`config.mk`:
```
export PLATFORM = sky130hd
export DESIGN_NAME = cpt_prescaler
export DESIGN_NICKNAME = d
export VERILOG_FILES = /design/src/rtl/cpt_prescaler.sv
export SDC_FILE = /design/constraint.sdc
export NUM_CORES = 1
export LEC_CHECK = 0
export ABC_AREA = 1
export CORE_UTILIZATION = 26
export DETAILED_ROUTE_END_ITERATION = 16
export PLACE_DENSITY = 0.47
export SETUP_SLACK_MARGIN = 0.1
export SLEW_MARGIN = 30
export SYNTH_ARGS = -nofsm -noshare
export SYNTH_HDL_FRONTEND = slang
export SYNTH_SLANG_ARGS = --single-unit
```
`constraint.sdc`:
```
create_clock -name clk -period 3.5 [get_ports clk]
set_input_delay 0.525 -clock clk [delete_from_list [all_inputs] [get_ports clk]]
set_output_delay 0.525 -clock clk [all_outputs]
set_load 0.005 [all_outputs]
```
`src/rtl/cpt_prescaler.sv`:
```
// Programmable prescaler: divides enable-qualified cycles by div and emits a
// one-cycle tick per period, either continuously or once (oneshot mode).
module cpt_prescaler #(
  parameter int SIZE = 8
) (
  input  logic            clk,
  input  logic            reset,
  input  logic            start,
  input  logic            stop,
  input  logic            enable,
  input  logic            oneshot,
  input  logic [SIZE-1:0] div,
  output logic            tick,
  output logic            busy,
  output logic [SIZE-1:0] cnt
);

  typedef enum logic [1:0] {
    S_IDLE,
    S_RUN,
    S_DONE
  } state_t;

  state_t          r_state, w_state_nxt;
  logic [SIZE-1:0] r_cnt, w_cnt_nxt;
  logic [SIZE-1:0] r_div, w_div_nxt;
  logic            r_mode, w_mode_nxt;
  logic            r_tick, w_tick_nxt;
  logic [SIZE-1:0] w_term;

  // A ratio of zero behaves like one, so the terminal never wraps to all-ones.
  assign w_term = (r_div == '0) ? '0 : r_div - SIZE'(1);

  always_comb begin
    // NOTE: every next-state signal gets a default first so no path leaves it
    // unassigned, which would otherwise infer a latch.
    w_state_nxt = r_state;
    w_cnt_nxt   = r_cnt;
    w_div_nxt   = r_div;
    w_mode_nxt  = r_mode;
    w_tick_nxt  = 1'b0;

    if (stop) begin
      w_state_nxt = S_IDLE;
      w_cnt_nxt   = '0;
    end else if (start) begin
      // A restart discards any pending terminal; the new ratio applies at once.
      w_state_nxt = S_RUN;
      w_cnt_nxt   = '0;
      w_div_nxt   = div;
      w_mode_nxt  = oneshot;
    end else begin
      case (r_state)
        S_RUN: begin
          if (enable) begin
            if (r_cnt == w_term) begin
              w_cnt_nxt  = '0;
              w_tick_nxt = 1'b1;
              if (r_mode) w_state_nxt = S_DONE;
            end else begin
              w_cnt_nxt = r_cnt + SIZE'(1);
            end
          end
        end
        default: w_cnt_nxt = '0;
      endcase
    end
  end

  always_ff @(posedge clk) begin
    // NOTE: sequential state uses non-blocking assignments so every register
    // samples the pre-edge values regardless of statement order.
    if (reset) begin
      r_state <= S_IDLE;
      r_cnt   <= '0;
      r_div   <= '0;
      r_mode  <= 1'b0;
      r_tick  <= 1'b0;
    end else begin
      r_state <= w_state_nxt;
      r_cnt   <= w_cnt_nxt;
      r_div   <= w_div_nxt;
      r_mode  <= w_mode_nxt;
      r_tick  <= w_tick_nxt;
    end
  end

  assign tick = r_tick;
  assign busy = (r_state == S_RUN);
  assign cnt  = r_cnt;

endmodule
```
# After elaboration in Yosys (flattened, before gate mapping)
# Cells that the tools add are included.
totals:
  reg_bits: 20
  inputBits: 14
  out_inout_bits: 10
op_classes:
  addsub: 2
  eq_ne: 2
  n_mux: 8
  bitwise_logic: 3
  n_reduce_logical: 12
ops:
  columns: ["op", "count"]
  rows:
  - ["two-way mux 8 bit", 2]
  - ["adder 8 x 1 -> 8 bit, second input constant", 1]
  - ["equality test 8 bit", 1]
  - ["zero test 8 bit", 1]
  - ["AND reduction 4 bit", 2]
  - ["nonzero test 2 bit", 4]
  - ["subtractor 8 x 1 -> 8 bit, second input constant", 1]
  - ["two-way mux 1 bit", 6]
  - ["OR reduction 5 bit", 1]
  - ["OR reduction 4 bit", 1]
  - ["NOT 1 bit", 3]
  - ["OR reduction 3 bit", 1]
  - ["equality test 2 x 1 -> 1 bit, second input constant", 1]
  - ["AND reduction 2 bit", 1]
  - ["OR reduction 2 bit", 1]

# Depth between registers and ports, before layout
depth:
  depth_word: 7
  mapped_depth: 14
  ltp_nobuf: 13

# Worst setup path after synthesis
# Ideal clock, no wire load.
synth_path:
  kind: "reg-to-reg"
  start: "reg r_div[0]"
  end: "reg r_cnt[0] (netlist: cnt[0])"
  arrival_time_ns: 1.662
  setup_slack_ns: 1.721
  path_stages_with_launch: 14
  period_less_slack_ns: 1.779
  cell_sequence: "dfxtp_1 clkinv_1 ha_1 nand2_1 nor2_2 nand2_2 buf_6 nand3_1 nand2_1 nand2_1 nor2_1 nand4_1 nand2_2 a21oi_1"
synth_between:
  elab_chain_len: 4
  word_cells_on_any_way: 5
  cone_classes: "add/sub (1); eq/ne (1); mux (2); reduce/logical (1)"
synth_rtl:
  columns: ["element", "line", "text"]
  rows:
  - ["start, declared", "26", "logic [SIZE-1:0] r_div, w_div_nxt;"]
  - ["start signal, assigned", "82", "r_div <= w_div_nxt;"]
  - ["subtractor 8 x 1 -> 8 bit or zero test 8 bit (tied branches)", "32", "assign w_term = (r_div == '0) ? '0 : r_div - SIZE'(1);"]
  - ["two-way mux 8 bit *", "32", null]
  - ["equality test 8 bit *", "56", "if (r_cnt == w_term) begin"]
  - ["two-way mux 8 bit *", "56", null]
  - ["end signal, assigned", "81", "r_cnt <= w_cnt_nxt;"]
  - ["end, declared", "25", "logic [SIZE-1:0] r_cnt, w_cnt_nxt;"]
# Mark *: on every way between the ends. The rest lies on a longest branch, timed or not.
# A chain may end at the register's enable or synchronous reset.

# Final worst setup path
layout_path:
  start: "reg r_div[0]"
  end: "reg r_cnt[6] (netlist: cnt[6])"
# Same word-level chain as after synthesis.

==> results.yml <==
detailed_routing:
  top_layer: "met4"
  routedWlPerCell_um: 9.79
  drt-met1-wl_um: 1320
  met2_length_um: 1030
  dr_wl_met3_um: 62
  dr.pass1.iters: 4
  finalWirelength_um: 2440
  viasPerCell: 4.33
  drc_errors: 0
  drt_iter0_markers: 51
  antenna_left: 0
  num_vias: 1077
logic_synthesis:
  synthFlopType: "dfxtp_1"
  syn_area_per_cell_sq_um: 6.48
  ys_ff_latch: 20
  synthCells: 175
  synth_largest_area_cell: "dfxtp_1"
  synth_fp_nets: 191
  synth_area_sq_um: 1130
  ys_async_sr_fraction_pct: 0
  yosysWarnings: 0
  seq_area_frac_synth_pct: 35.3
  ys_top_cells_by_count: "nand2_1 (45), inv_1 (23), dfxtp_1 (20)"
  synth_edf_count: 0
  synth_cell_type_count: 20
  synth_most_common_cell: "nand2_1"
  netlist_top_cells_area: "dfxtp_1 (35%), nand2_1 (15%), inv_1 (7.6%)"
  synth_top_area_share_pct: 35.3
min_path:
  hold_path_class: "register to register"
  min_path_cells: 2
  whs_endpoint: "r_state[0]"
  hp-start: "r_state[0]"
setup_path:
  worst_setup_path_start_kind: "register"
  rrSetupSlack_ps: 1370
  path_common_cell: "nand2_1"
  slowest_stage: "dfxtp_1"
  r2r-end: "cnt[6]"
  worstPathCellList: "clkinv_1 -> ha_1 -> nand2_1 -> nor2_2 -> nand2_2 -> nand3_1 -> nand2_1 -> nand2_1 -> nor2_1 -> nand4_1 -> nand2_2 -> nor2_1"
  endpoint_kind: "register"
  crit_required_ps: 3660
  reg2reg_depth: 12
  crit_arrival_ps: 2290
  crit_fanout: 12
  worst_path_largest_cell_delay_ps: 320
  regToRegStartpoint: "r_div[0]"
  worstSetupPathType: "register to register"
placed_design:
  dp_cells: 245
  dp_hpwl_um: 1910
  portBuffers: 23
  gp_congestion: 0.823
power:
  p_leak_nw: 0.609
  vdd_ir_drop_max_mv: 0.203
  power_density_nw_per_um2: 399
global_route:
  grt_max_degree: 18
  antenna_found_initial: 0
  first_global_vias: 936
  grt-ovfl-total: 0
  grtUsageTotal_pct: 11.6
  grt_pass1_wl_um: 4040
cts:
  cts_setup_buffers: 0
  htree_levels: 1
  cts-root-buf: "clkbuf_8"
  cts-resized-gates: 0
  path_clk_slew_ps: 80
  clk_latency_ps: 260
  cts_tree: "done"
  cts_buffers: 3
  hold_buffers: 0
  cts_sinks: 20
  clockBufferDepth: 2
timing:
  rsz0062_at_grt: "false"
  min_period_ps: 2130
  finalSetupViolCount: 0
  fin_worst_skew_ps: 7.05
  drv_slew: 0
  relSlewSlack_pct: 71.6
  clock.fmax_ghz: 0.468
  worst_pin_slew_ps: 425
  period_share_pct: 61.0
  finalSetupTns_ps: 0
  hold_violations: 0
floorplanning:
  die_width_um: 68.0
  coreArea_sq_um: 4090
  ios: 24
  rows: 23
  die_area_sq_um: 4630
  die_h_um: 68.0
  initial_core_util_pct: 27.7
run_status:
  status: "finished clean"
cells_and_area:
  fin_cells: 249
  syn2layout_area_growth_pct: 30.5
  drive_gt1_share_pct: 6.03
  n_fill_cell: 435
  nets: 216
  num_antenna_cells: 0
run:
  drv_cap: 0
[cell type report]
cell class | count | area, sq um | area share, %
multi-input combinational | 126 | 617 | 41.7
sequential | 20 | 400 | 27.1
timing repair buffer | 23 | 230 | 15.6
inverter | 26 | 97.6 | 6.60
tap | 50 | 62.6 | 4.23
clock buffer | 3 | 41.3 | 2.79
clock inverter | 1 | 30.0 | 2.03
[registers in the layout (all words and copies together), names as in the netlist]
name	flops
r_state	2
tick	1
r_div	8
cnt	8
r_mode	1
[metrics by stage]
stage          hold WS (ps)  power (W)  instance area [sq um]  setup WS [ps]  utilization [%]
5_1_grt                 504   0.000627                   1480           1100             36.2
2_1_floorplan           435   0.000329                   1130           1720                -
6_report                461   0.000590                   1480           1370             36.2
3_3_place_gp            444   0.000358                   1410           1300             34.4
3_5_place_dp            449   0.000360                   1410           1260             34.4
4_1_cts                 463   0.000601                   1480           1350             36.2
[cells by family (layout without fill, tap and decap cells)]
group | count (synthesis) | in the layout | synth area share [%]
buf+inv | 29 | 53 | 10.3
fa+ha+maj | 2 | 2 | 2.21
flops | 20 | 20 | 35.3
xor+xnor | 7 | 7 | 5.41
simple gates | 94 | 94 | 36.4
compound gates | 23 | 23 | 10.4
[cells in the final DEF (no fill, tap or decap), types with 2 or more instances in the layout]
master,count
nand2_1,45
inv_1,23
clkdlybuf4s50_1,23
dfxtp_1,20
nor2_1,19
nand3_1,15
o21ai_0,11
a21oi_1,11
xor2_1,7
nand4_1,7
nor2_2,3
clkbuf_8,3
inv_2,2
nand2_2,2
nor3_1,2
ha_1,2
[worst max-delay path: cells and delay by family, from the launching register on]
| kind | cells | cell delay, ps |
|---|---|---|
| adders and majority gates | 1 | 310 |
| and+or+nand+nor | 10 | 1210 |
| buffers and inverters | 1 | 190 |
| DFF | 1 | 320 |
[where the power goes]
group          switching, W  leakage (nW)  total (W)  internal (W)
logic             0.0000682         0.410   0.000114     0.0000456
registers        0.00000529         0.163   0.000240      0.000235
clock network     0.0000837        0.0357   0.000236      0.000153
total              0.000157         0.609   0.000590      0.000433
[per-layer routing]
metal	global-route usage (%)	up-vias
met2	16.9	20
met3	2.50	2
li1	-	606
met5	0	-
met4	4.69	0
met1	16.2	449
[how the worst max path moves through the flow]
stage                     startpoint  endpoint  slack, ps  depth (start not counted)
after global placement        enable    cnt[7]       1300                          8
after floorplan             r_div[0]    cnt[0]       1720                         13
after CTS                   r_div[0]    cnt[6]       1350                         12
after detailed placement      enable    cnt[7]       1260                          8
final                       r_div[0]    cnt[6]       1370                         12
after global routing        r_div[0]    cnt[2]       1100                         12
No activity file was read; power rests on OpenSTA's default activity.
